==> src/rtl/minterm_sweep_checker_pkg.sv <==
// Shared constants and FSM encoding for the minterm sweep checker.
package minterm_sweep_checker_pkg;

    localparam int unsigned VEC_W = 4;
    localparam int unsigned CNT_W = 4;
    localparam int unsigned ERR_W = 5;

    localparam logic [15:0]      DEFAULT_MINTERMS = 16'h230D;
    localparam logic [VEC_W-1:0] LAST_VEC         = 4'hF;

    typedef enum logic [1:0] {
        ST_IDLE        = 2'd0,
        ST_SETTLE_WAIT = 2'd1,
        ST_SAMPLE      = 2'd2,
        ST_FINISH      = 2'd3
    } state_e;

endpackage

==> src/rtl/minterm_sweep_checker_settle_timer.sv <==
// Loadable settle down-counter; holds at zero and flags it.
module settle_timer
    import minterm_sweep_checker_pkg::*;
(
    input  logic             clk,
    input  logic             rst,
    input  logic             i_load,
    input  logic [CNT_W-1:0] i_load_val,
    input  logic             i_dec,
    output logic             o_zero_c
);

    logic [CNT_W-1:0] r_count;

    // Load has priority over decrement; decrement stops at zero.
    always_ff @(posedge clk) begin
        if (rst) begin
            r_count <= '0;
        end else if (i_load) begin
            r_count <= i_load_val;
        end else if (i_dec && (r_count != '0)) begin
            r_count <= r_count - CNT_W'(1);
        end
    end

    assign o_zero_c = (r_count == '0);

endmodule

==> config.mk <==
export PLATFORM = sky130hd
export DESIGN_NAME = settle_timer
export DESIGN_NICKNAME = d
export VERILOG_FILES = /design/src/rtl/minterm_sweep_checker_pkg.sv /design/src/rtl/minterm_sweep_checker_settle_timer.sv
export SDC_FILE = /design/constraint.sdc
export NUM_CORES = 1
export LEC_CHECK = 0
export CORE_AREA = 4 4 41 43
export CTS_BUF_LIST = sky130_fd_sc_hd__clkbuf_16
export DETAILED_ROUTE_END_ITERATION = 16
export DIE_AREA = 0 0 45 47
export GPL_TIMING_DRIVEN = 0
export PLACE_DENSITY = 0.45
export SYNTH_ARGS = -nofsm -noshare
export SYNTH_HDL_FRONTEND = slang
export SYNTH_SLANG_ARGS = --single-unit
==> constraint.sdc <==
create_clock -name clk -period 3.3 [get_ports clk]
set_input_delay 0.33 -clock clk [delete_from_list [all_inputs] [get_ports clk]]
set_output_delay 0.33 -clock clk [all_outputs]
set_load 0.02 [all_outputs]
; ---- After elaboration in Yosys (flattened, before gate mapping)
; Index checks and enable logic that the tools add are counted.
[totals]
out_inout_bits = 1
regBits = 4
[op_classes]
n_addsub = 1
mux = 2
n_reduce_logical = 4
[op_table]
columns = operator, n
row1 = 2-to-1 mux 4 bit, 2
row2 = logical NOT 4 bit, 1
row3 = nonzero test 4 bit, 1
row4 = "subtractor 4 x 1 -> 4 bit, second input constant", 1
row5 = nonzero test 2 bit, 1
row6 = logical AND 1 bit, 1

; ---- Logic depth before layout (Yosys ltp)
; Gate-level depths: netlist of the first run.
[depth]
word_depth = 4
mapped_depth = 5
depth_no_buf = 5

; ---- Least setup slack after synthesis of the first run
; No wires, ideal clock.
[synth_path]
path_kind = register to register
start = register r_count[1]
end = register r_count[1]
setup_time_ns = 0.060
arrival_ns = 1.474
synth_period_minus_slack_ns = 1.535
path_slack_ns = 1.765
required_time_ns = 3.240
n_path_buf = 0
stages_incl_launch_ff = 6
cell_sequence = dfxtp_1 inv_1 ha_1 or3b_4 a2111oi_4 a311o_1
[synth_between]
elab_chain_len = 3
word_cells_on_any_way = 6
[synth_rtl]
columns = item, line
row1 = start: declaration, minterm_sweep_checker_settle_timer.sv:13  ; logic [CNT_W-1:0] r_count;
row2 = start signal: assignment, minterm_sweep_checker_settle_timer.sv:20  ; r_count <= i_load_val;
row3 = start signal: assignment, minterm_sweep_checker_settle_timer.sv:22  ; r_count <= r_count - CNT_W'(1);
row4 = subtractor 4 x 1 -> 4 bit / nonzero test 4 bit (equally long branches), "minterm_sweep_checker_settle_timer.sv:22, minterm_sweep_checker_settle_timer.sv:21"
row5 = 2-to-1 mux 4 bit / logical AND 1 bit (equally long branches), minterm_sweep_checker_settle_timer.sv:21  ; end else if (i_dec && (r_count != '0)) begin
row6 = 2-to-1 mux 4 bit / nonzero test 2 bit (equally long branches), --
; Parallel ways exist; a longest one is shown, timed or not. The select of a mux whose other input is x is not followed.
; A chain may end at the register's enable or synchronous reset.

; ---- Worst setup path after layout of the first run
[layout_path]
start = register r_count[1]
end = output port o_zero_c
[layout_between]
elab_chain_len = 1
[layout_rtl]
columns = item, line
row1 = logical NOT 4 bit, minterm_sweep_checker_settle_timer.sv:26  ; assign o_zero_c = (r_count == '0);
row2 = end: declaration, minterm_sweep_checker_settle_timer.sv:10  ; output logic o_zero_c
; Every way passes these cells.

==> impl_metrics.py, run 1 <==
metrics = {
    "run_status": {
        "status": "finished, final reports clean",
    },
    "final_layout": {
        "stdcell_count": 55,
        "top_register": "r_count",
        "drive_above_1_share_pct": 15.0,
        "diodes": 0,
        "syn2layout_area_growth_pct": 66.2,
        "final_common_cell": "clkdlybuf4s50_1",
        "reg_top3": "r_count: 4 flops",
        "stdcell_area_um2": 437,
        "mostFrequentLayoutCells": "clkdlybuf4s50_1, nor2_1, inv_1, dfxtp_1",
        "fin_nets": 51,
        "largest_register_ffs": 4,
        "fillers": 141,
    },
    "routing": {
        "wl_per_cell_um": 10.6,
        "wl_um": 585,
        "drc_errors": 0,
        "vias": 252,
        "first_pass_iters": 2,
        "vias_per_cell": 4.58,
        "ant_nets": 0,
        "dr.first_iter.drc_count": 3,
    },
    "floorplanning": {
        "die_w_um": 45,
        "row_count": 13,
        "dieArea_um2": 2120,
        "dieHeight_um": 47,
        "core_area_um2": 1300,
        "ios": 9,
        "start_util_pct": 20.2,
    },
    "yosys": {
        "syn_area_um2": 263,
        "synth_warnings": 0,
        "synth_compound_area_share_pct": 26.7,
        "postSynthCellCount": 29,
        "ys_seq_elements": 4,
        "synth-seq-area-share_pct": 30.5,
        "synth_top_family_by_area": "simple AND/OR/NAND/NOR gates",
        "syn_area_per_cell_um2": 9.06,
        "synth_fa_ha_area_share_pct": 4.76,
        "syn_nets": 38,
        "synth_xor_area_share_pct": 0,
        "yosys.cell_types.count": 16,
        "synthMuxAreaShare_pct": 3.81,
        "synthSimpleGateAreaFrac_pct": 28.6,
    },
    "timing": {
        "period_share_pct": 69.4,
        "finalSetupViolCount": 0,
        "rsz0062_at_grt": "false",
        "slew_viol_final": 0,
        "min_period_ns": 2.29,
        "worstMarginPinSlew_ns": 0.302,
        "max_freq_ghz": 0.437,
        "slew_headroom_pct": 79.8,
        "hold_viol": 0,
        "setup_tns_ns": 0,
        "skew_ns": 0.000775,
    },
    "clock_network": {
        "clk_pin_slew_ns": 0.03,
        "cts_buffers": 3,
        "cts_max_level": 1,
        "postCtsHoldBufs": 0,
        "postCtsResizedCells": 0,
        "cts_tree": "yes",
        "cts_setup_buffers": 0,
        "clkSinkCount": 4,
        "cts_max_path_buffers": 2,
        "cts_root_buffer": "clkbuf_16",
        "clock_latency_ns": 0.22,
    },
    "power_and_ir_drop": {
        "p_sw_share_pct": 20.1,
        "ir_worst_vdd_mv": 0.319,
        "totalPowerFinal_mw": 0.290,
        "power.switching_mw": 0.0581,
        "seq_power_share_pct": 19.5,
        "combPwrFrac_pct": 15.5,
        "p_per_area_nw_per_um2": 663,
        "p_clk_share_pct": 65.0,
        "intPower_mw": 0.231,
        "leakagePower_nw": 0.168,
    },
    "setup_path": {
        "crit_path_frequent_cell": "inv_1",
        "cp.arrival_ns": 1.96,
        "critical_path_class": "reg -> out",
        "critPathLaunchType": "register",
        "worst_path_largest_cell_delay_ns": 0.59,
        "cp_slowest_cell": "clkdlybuf4s50_1",
        "crit_chain": "inv_1 > ha_1 > or3b_4 > inv_1 > clkdlybuf4s50_1",
        "worst_setup_path_end_kind": "output port",
        "crit_fanout": 5,
        "required_ns": 2.97,
    },
    "global_route": {
        "grt_use_total_pct": 6.64,
        "antenna_found_initial": 0,
        "grt_overflow_total": 0,
        "grt_pass1_wl_um": 1000,
        "grt_pass1_vias": 273,
        "grt_start_max_net_pins": 8,
    },
    "hold_path": {
        "hold_class": "reg -> reg",
    },
    "placement": {
        "io_buffers": 8,
        "dpl_cell_area_um2": 362,
        "place_inst": 52,
        "globalplace.congestion": 0.711,
        "place.detailed.hpwl_um": 468,
    },
    "flow_run": {
        "drv_cap": 0,
    },
}
## area by class of cell
| type | instances | area [um^2] | share of cell area, % |
|---|---|---|---|
| well taps | 15 | 18.8 | 4.30 |
| inverters | 4 | 15.0 | 3.44 |
| clock buffers | 3 | 75.1 | 17.2 |
| repair buffers | 8 | 80.1 | 18.3 |
| multi-input cells | 21 | 168 | 38.4 |
| flip-flops and latches | 4 | 80.1 | 18.3 |
## cells by family (layout without fill, tap and decap cells)
logic type	Yosys count	count (layout)
AND/OR/NAND/NOR	13	13
flip-flops	4	4
buffers and inverters	4	15
multiplexers	1	1
adder cells (fa/ha/maj)	1	1
AO/OA/AOI/OAI	6	6
## synthesized netlist by cell type
cell / number / area, um^2
a21o_1: 1 / 7.51
mux2i_1: 1 / 10.0
nor3_1: 1 / 5.00
nand4b_1: 1 / 8.76
a211oi_1: 1 / 7.51
nor2_1: 5 / 18.8
a311o_1: 1 / 10.0
or3b_4: 1 / 11.3
nor4b_2: 1 / 15.0
nand2_1: 3 / 11.3
a311oi_1: 2 / 17.5
nand3_1: 1 / 5.00
a2111oi_4: 1 / 27.5
ha_1: 1 / 12.5
dfxtp_1: 4 / 80.1
inv_1: 4 / 15.0
## worst paths after layout
kind	from	slack (ns)	to	cells after the start
worst max-delay path	r_count[1]	1.01	o_zero_c	5
worst min-delay path	r_count[2]	0.52	r_count[2]	2
worst max register to register	r_count[1]	1.66	r_count[1]	5
worst min register to register	r_count[2]	0.52	r_count[2]	2
## critical path: cells and delay by family (launching register included)
family                   cells  cell delay (ns)
buffers and inverters        3             0.77
AND/OR/NAND/NOR              1             0.44
flip-flops                   1             0.31
adder cells (fa/ha/maj)      1             0.22
## stage by stage
step	setup WS (ns)	hold slack (ns)	utilization [%]
after global routing	0.940	0.564	33.6
after detailed placement	1.24	0.521	27.8
after CTS	0.997	0.525	33.6
after global placement	1.24	0.510	27.8
after floorplan	1.77	0.402	-
final	1.01	0.521	33.6
## power groups by stage
stage	clock network [mW]	registers, mW	logic (mW)
6_report	0.188	0.0565	0.0448
5_1_grt	0.191	0.0571	0.0490
4_1_cts	0.190	0.0566	0.0455
3_5_place_dp	0	0.0572	0.0453
3_3_place_gp	0	0.0571	0.0443
2_1_floorplan	0	0.0564	0.0264
## layer usage
layer / global-route usage [%] / vias up / share of wire, % / wire length [um]
met5: 0 / - / 0 / 0
met4: 5.26 / 0 / 1.9 / 11
met3: 1.15 / 2 / 3.9 / 23
met2: 12.7 / 6 / 53 / 311
met1: 6.14 / 113 / 41 / 239
li1: - / 131 / - / -
(Power assumes the default switching activity.)
==> run 2: changes to the inputs <==
PLACE_DENSITY = 0.47   (was 0.45)
clock period = 2.05 ns   (was 3.3 ns; I/O delays follow)
==> impl_metrics.py, run 2 (synthesis results as in run 1) <==
metrics = {
    "final_layout": {
        "reg_top3": "r_count: 4 flops",
        "stdcell_area_um2": 435,
        "drive_above_1_share_pct": 15.0,
        "syn2layout_area_growth_pct": 65.7,
        "largest_register_ffs": 4,
        "final_common_cell": "clkdlybuf4s50_1",
        "top_register": "r_count",
        "mostFrequentLayoutCells": "clkdlybuf4s50_1, nor2_1, inv_1, dfxtp_1",
        "fin_nets": 51,
        "diodes": 0,
    },
    "clock_network": {
        "cts_max_level": 1,
        "clock_latency_ns": 0.23,
        "clk_pin_slew_ns": 0.03,
        "cts_root_buffer": "clkbuf_16",
        "cts_buffers": 3,
        "clkSinkCount": 4,
        "postCtsHoldBufs": 0,
        "cts_max_path_buffers": 2,
        "cts_tree": "yes",
    },
    "routing": {
        "ant_nets": 0,
        "drc_errors": 0,
        "dr.first_iter.drc_count": 0,
        "wl_um": 656,
        "vias": 259,
        "wl_per_cell_um": 11.9,
        "vias_per_cell": 4.71,
        "first_pass_iters": 1,
    },
    "placement": {
        "globalplace.congestion": 0.750,
        "place.detailed.hpwl_um": 504,
        "dpl_cell_area_um2": 362,
        "io_buffers": 8,
    },
    "run_status": {
        "status": "finished, final reports clean",
    },
    "floorplanning": {
        "ios": 9,
        "dieArea_um2": 2120,
        "dieHeight_um": 47,
        "row_count": 13,
        "core_area_um2": 1300,
        "start_util_pct": 20.2,
        "die_w_um": 45,
    },
    "timing": {
        "setup_tns_ns": 0,
        "max_freq_ghz": 0.524,
        "min_period_ns": 1.91,
        "slew_viol_final": 0,
        "finalSetupViolCount": 0,
        "skew_ns": 0.00134,
        "period_share_pct": 93.1,
        "slew_headroom_pct": 79.6,
        "rsz0062_at_grt": "false",
        "worstMarginPinSlew_ns": 0.305,
        "hold_slack_ns": 0.532,
        "hold_viol": 0,
    },
    "setup_path": {
        "critical_path_class": "reg -> out",
        "worst_setup_path_end_kind": "output port",
        "required_ns": 1.85,
        "critPathLaunchType": "register",
        "cp.arrival_ns": 1.70,
        "rr_startpoint": "r_count[1]",
        "startpoint": "r_count[1]",
        "crit_fanout": 5,
    },
    "power_and_ir_drop": {
        "leakagePower_nw": 0.170,
        "p_per_area_nw_per_um2": 1070,
        "totalPowerFinal_mw": 0.467,
        "ir_worst_vdd_mv": 0.412,
    },
    "flow_run": {
        "drv_cap": 0,
    },
    "hold_path": {
        "hp-start": "r_count[2]",
        "hold_class": "reg -> reg",
    },
    "global_route": {
        "grt_start_max_net_pins": 8,
        "antenna_found_initial": 0,
        "grt_pass1_vias": 242,
        "grt_overflow_total": 0,
        "grt_use_total_pct": 8.12,
        "grt_pass1_wl_um": 1010,
    },
}
## run 2: cell types whose count changed in the layout (fill, tap and decap cells not counted)
cell	before	now
clkdlybuf4s50_1	8	7
dlygate4sd2_1	0	1
## run 2: worst paths after layout
kind | endpoint | slack, ns | cells past startpoint
max | o_zero_c | 0.14 | 5
min | r_count[2] | 0.53 | 2
max reg2reg | r_count[1] | 0.43 | 5
min reg2reg | r_count[2] | 0.53 | 2
## run 2: critical path: stages (launching register included)
cell and delay, ns:
dfxtp_1 0.31, inv_1 0.11, ha_1 0.21, or3b_4 0.44, inv_1 0.07, dlygate4sd2_1 0.33
## run 2: power breakdown
group	switching [mW]	internal, mW	leakage (nW)
clock	0.0568	0.249	0.0370
sequential	0.00569	0.0854	0.0333
combinational	0.0341	0.0358	0.100
total	0.0966	0.371	0.170
## run 2: repair_timing
item | in CTS | in global routing
endpoints found under the setup margin | 1 | 0
setup buffers | 0 | 0
hold endpoints to repair | 0 | 0
gates resized for setup | 1 | 0
## run 2: metal layers
metal | global-route usage, % | vias up | share of wire [%]
met4 | 12.3 | 0 | 5.8
met3 | 4.60 | 5 | 7.9
met5 | 0 | - | 0
li1 | - | 130 | -
met1 | 6.79 | 115 | 39
met2 | 11.3 | 9 | 47
## run 2: area by class of cell
class / count / area (um^2)
multi-input combinational: 21 / 168
clock buffer: 3 / 75.1
sequential: 4 / 80.1
tap: 15 / 18.8
fill: 152 / 866
timing repair buffer: 8 / 78.8
inverter: 4 / 15.0
## run 2: through the flow
stage,std cells,utilization [%],setup WS (ns)
after floorplan,29,-,0.515
after global placement,52,27.8,0.112
after detailed placement,52,27.8,0.0888
after CTS,55,33.5,0.118
after global routing,55,33.5,0.0542
final,55,33.5,0.140
==> run 3: changes to the inputs <==
CORE_AREA = 3 3 40 42   (was 4 4 41 43)
DIE_AREA = 0 0 43 45   (was 0 0 45 47)
clock period = 1.65 ns   (was 2.05 ns; I/O delays follow)
==> impl_metrics.py, run 3 (synthesis results as in run 1) <==
metrics = {
    "flow_run": {
        "drv_cap": 0,
    },
    "final_layout": {
        "largest_register_ffs": 4,
        "syn2layout_area_growth_pct": 72.9,
        "stdcell_count": 56,
        "mostFrequentLayoutCells": "clkdlybuf4s50_1, nor2_1, dfxtp_1",
        "final_common_cell": "clkdlybuf4s50_1",
        "diodes": 0,
        "top_register": "r_count",
        "fin_nets": 52,
        "drive_above_1_share_pct": 26.8,
        "multi_input_area_um2": 180,
        "fillers": 129,
        "ff_latch_area_um2": 80.1,
        "reg_top3": "r_count: 4 flops",
    },
    "clock_network": {
        "cts_root_buffer": "clkbuf_16",
        "clk_pin_slew_ns": 0.03,
        "cts_max_level": 1,
        "clkSinkCount": 4,
        "cts_buffers": 3,
        "postCtsHoldBufs": 0,
        "clock_latency_ns": 0.23,
        "cts_tree": "yes",
        "cts_max_path_buffers": 2,
    },
    "setup_path": {
        "cp.arrival_ns": 1.41,
        "cp_num_cells": 5,
        "cp_slowest_cell": "or3b_4",
        "crit_end": "o_zero_c",
        "startpoint": "r_count[0]",
        "worst_setup_path_end_kind": "output port",
        "critPathBufInv": 3,
        "crit-reg2reg-capture": "r_count[1]",
        "crit_fanout": 4,
        "reg2reg_depth": 5,
        "regToRegSetupSlack_ns": 0.09,
        "critPathLaunchType": "register",
        "rr_startpoint": "r_count[0]",
        "crit_chain": "inv_2 > ha_4 > or3b_4 > inv_1 > buf_4",
        "cp_top_family": "simple AND/OR/NAND/NOR gates",
        "required_ns": 1.48,
        "worst_path_largest_cell_delay_ns": 0.41,
        "critical_path_class": "reg -> out",
    },
    "floorplanning": {
        "dieHeight_um": 45,
        "core_area_um2": 1280,
        "row_count": 13,
        "die_w_um": 43,
        "ios": 9,
        "dieArea_um2": 1940,
        "start_util_pct": 20.4,
    },
    "placement": {
        "io_buffers": 8,
        "place_inst": 52,
        "globalplace.congestion": 0.749,
        "place.detailed.hpwl_um": 512,
    },
    "timing": {
        "max_freq_ghz": 0.635,
        "setup_tns_ns": 0,
        "hold_viol": 0,
        "period_share_pct": 95.5,
        "slew_headroom_pct": 79.8,
        "worstMarginPinSlew_ns": 0.303,
        "skew_ns": 0.00166,
        "rsz0062_at_grt": "false",
        "min_period_ns": 1.58,
        "slew_viol_final": 0,
        "finalSetupViolCount": 0,
    },
    "routing": {
        "wl_per_cell_um": 13.7,
        "dr.first_iter.drc_count": 3,
        "drc_errors": 0,
        "vias_per_cell": 4.55,
        "vias": 255,
        "ant_nets": 0,
        "first_pass_iters": 2,
        "wl_um": 765,
    },
    "global_route": {
        "grt_overflow_total": 0,
        "grt_pass1_wl_um": 1260,
        "grt_use_total_pct": 9.50,
        "antenna_found_initial": 0,
        "grt_start_max_net_pins": 8,
        "grt_pass1_vias": 285,
    },
    "power_and_ir_drop": {
        "p_per_area_nw_per_um2": 1320,
        "leakagePower_nw": 0.174,
        "ir_worst_vdd_mv": 0.551,
    },
    "hold_path": {
        "hold_class": "in -> reg",
    },
    "run_status": {
        "status": "finished, final reports clean",
    },
}
-- run 3: changes by cell type in the layout (fill, tap and decap cells not counted), sizes merged --
cell / delta
buf: +2
dlygate4sd2: -1
-- run 3: layer usage --
layer / wire (um) / global-route usage [%] / up-vias / share of wire (%)
met5: 0 / 0 / - / 0
met4: 16 / 7.23 / 0 / 2.1
met3: 34 / 2.79 / 2 / 4.4
met2: 411 / 16.8 / 6 / 54
met1: 303 / 9.42 / 114 / 40
li1: - / - / 133 / -
-- run 3: through the flow --
stage | setup slack (ns) | cell area (um^2) | power, mW | utilization, % | hold WS [ns]
2_1_floorplan | 0.115 | 263 | 0.166 | - | 0.237
3_3_place_gp | -0.237 | 362 | 0.202 | 28.1 | 0.507
3_5_place_dp | -0.265 | 362 | 0.206 | 28.1 | 0.525
4_1_cts | 0.0131 | 442 | 0.591 | 34.4 | 0.528
5_1_grt | 0.0187 | 454 | 0.615 | 35.3 | 0.554
6_report | 0.0742 | 454 | 0.597 | 35.3 | 0.529
-- run 3: cell type report --
type                            count  area share (%)
Clock buffer                        3            16.5
Inverter                            4            3.31
Multi-Input combinational cell     21            39.7
Sequential cell                     4            17.6
Tap cell                           15            4.13
Timing Repair Buffer                9            18.7
-- run 3: worst min-delay path by stage --
stage / slack, ns / startpoint / endpoint / cells past startpoint
2_1_floorplan: 0.24 / rst / r_count[0] / 1
3_3_place_gp: 0.51 / r_count[2] / r_count[2] / 2
3_5_place_dp: 0.52 / r_count[2] / r_count[2] / 2
4_1_cts: 0.53 / r_count[2] / r_count[2] / 2
5_1_grt: 0.55 / i_load_val[0] / r_count[0] / 3
6_report: 0.53 / i_load_val[0] / r_count[0] / 3
-- run 3: what timing repair did --
| action | in CTS | in global routing |
|---|---|---|
| buffers inserted | 1 | 0 |
| setup endpoints to repair | 2 | 2 |
| resized for setup | 7 | 2 |
-- run 3: worst register-to-register path: stages, from the launching register on --
cell       delay (ns)
dfxtp_1          0.32
inv_2            0.10
ha_4             0.15
or3b_4           0.41
a2111oi_4        0.36
a311o_1          0.16
-- run 3: power by group --
group	internal, mW	switching, mW
Clock	0.310	0.0709
Sequential	0.106	0.00774
Combinational	0.0542	0.0486
==> edit, RTL diff (settings of run 1) <==
Put a register stage on the output `o_zero_c`, with the module's reset. The value now appears one clock later.
--- a/src/rtl/minterm_sweep_checker_settle_timer.sv
+++ b/src/rtl/minterm_sweep_checker_settle_timer.sv
@@ -23,7 +23,13 @@
         end
     end
 
-    assign o_zero_c = (r_count == '0);
+    always_ff @(posedge clk) begin
+        if (rst) begin
+            o_zero_c <= '0;
+        end else begin
+            o_zero_c <= (r_count == '0);
+        end
+    end
 
 endmodule
 
Behaviour: not the same (a bounded check fails within 4 cycles, from zero or initial values and one cycle with rst high).
==> edit against run 1 <==
  * Clock power grew 5%
  * Count of clock-buffer cells in the layout did not move
  * Final area is 5.4% higher
  * Sequential cell count up 1
  * Wire length rose by 5.3%
  * Synthesized area increased by 7.6%
  * Non-clock buffer count stayed put
  * Total power rose by 6.8%
  * Setup slack improved by 0.64 ns
  * Largest cell class unchanged
  * Largest power group unchanged
==> edit: results (changes against run 1) <==
| Metric | Value |
|---|---|
| Outcome | `finished clean` |
| Leak | `0.000177 µW (+5.1%)` |
| Biggest regs | `r_count (4), o_zero_c (1)` |
| Layout cell share with drive strength beyond 1 | `14.3% (-0.71 points)` |
| Cell family with most CP delay | `compound AO/OA/AOI/OAI gates` |
| Post-synthesis mux area share | `3.54% (-0.27 points)` |
| Worst stage delay on the critical path | `0.44 ns (-0.15 ns)` |
| Top area cells in the synthesized netlist | `dfxtp_1, a2111oi_4, nor2_1, a311oi_1, nor4b_2` |
| Grt met1 use | `8.66% (+2.5 points)` |
| Most frequent cells after synthesis | `nor2_1, dfxtp_1, inv_1, nand2_1, a311oi_1` |
| Final #Nets | `52 (+2.0%)` |
| DRT Wirelength | `616 µm (+5.3%)` |
| Placer Congestion | `0.714 (+0.39%)` |
| Seq/Total Area, Yosys | `35.4% (+4.9 points)` |
| First-pass GRT wire length | `1080 µm (+7.6%)` |
| Pin count of the biggest net entering global routing | `8 (unchanged)` |
| Area added between synthesis and finish | `62.8%` |
| Vias in the first global route | `250 (-8.4%)` |
| Worst EP arrival | `1.82 ns (-0.14 ns)` |
| Max rail drop VDD | `222 µV (-30%)` |
| 1st-iter DRT viols | `2 (-1)` |
| Mapped Nets | `39 (+2.6%)` |
| Detail Placement HPWL | `455 µm (-2.7%)` |
| Grt met3 use | `3.83% (+2.7 points)` |
| Critical path peak fanout | `5 (unchanged)` |
| Synth Area in Compound Gates | `24.8% (-1.9 points)` |
| Rel. slew slack | `79.2% (-0.62 points)` |
| Via count | `258 (+2.4%)` |
| Met2 Resource Use GR | `9.60% (-3.1 points)` |
| CP max stage cell | `or3b_4` |
| GRT Util Overall | `7.91% (+1.3 points)` |
## edit: changes by cell type in the layout (fill, tap and decap cells not counted), sizes merged
| cell | run 1 | this run |
|---|---|---|
| dfxtp | 4 | 5 |
| nor2 | 5 | 6 |
## edit: worst paths after layout
path | from | to | slack, ns | cells past startpoint
setup / recovery | r_count[1] | r_count[1] | 1.65 | 5
hold / removal | r_count[2] | r_count[2] | 0.52 | 2
setup reg to reg | r_count[1] | r_count[1] | 1.65 | 5
hold reg to reg | r_count[2] | r_count[2] | 0.52 | 2
## edit: routing by layer
| layer | vias up | share of wire [%] |
|---|---|---|
| li1 | 135 | - |
| met4 | 0 | 4.7 |
| met2 | 10 | 40 |
| met5 | - | 0 |
| met3 | 4 | 9.3 |
| met1 | 109 | 46 |
## edit: area by class of cell
cell class | count | share of cell area, %
Clock buffer | 3 | 16.3
Timing Repair Buffer | 8 | 17.4
Clock inverter | 1 | 0.815
Inverter | 3 | 2.45
Multi-Input combinational cell | 22 | 37.2
Sequential cell | 5 | 21.7
Tap cell | 15 | 4.08
## edit: cells by family after synthesis
group / count (synthesis)
and+or+nand+nor: 14
adders and majority gates: 1
muxes: 1
DFF: 5
buffers and inverters: 3
AOI/OAI and AO/OA: 6
## edit: worst reg2reg max path: cells and delay by family, from the launching register on
kind | cells | cell delay, ns
AOI/OAI and AO/OA | 2 | 0.50
and+or+nand+nor | 1 | 0.44
DFF | 1 | 0.31
adders and majority gates | 1 | 0.23
buffers and inverters | 1 | 0.11
## edit: power breakdown
| part | internal [µW] | switching (µW) |
|---|---|---|
| clock | 157 | 40.1 |
| sequential | 66.3 | 3.75 |
| combinational | 22.5 | 19.6 |
| total | 246 | 63.5 |
## edit: metrics by stage
step / hold WS (ns) / cells
6_report: 0.517 / 57
5_1_grt: 0.562 / 57
4_1_cts: 0.516 / 57
3_5_place_dp: 0.511 / 53
3_3_place_gp: 0.506 / 53
2_1_floorplan: 0.402 / 30
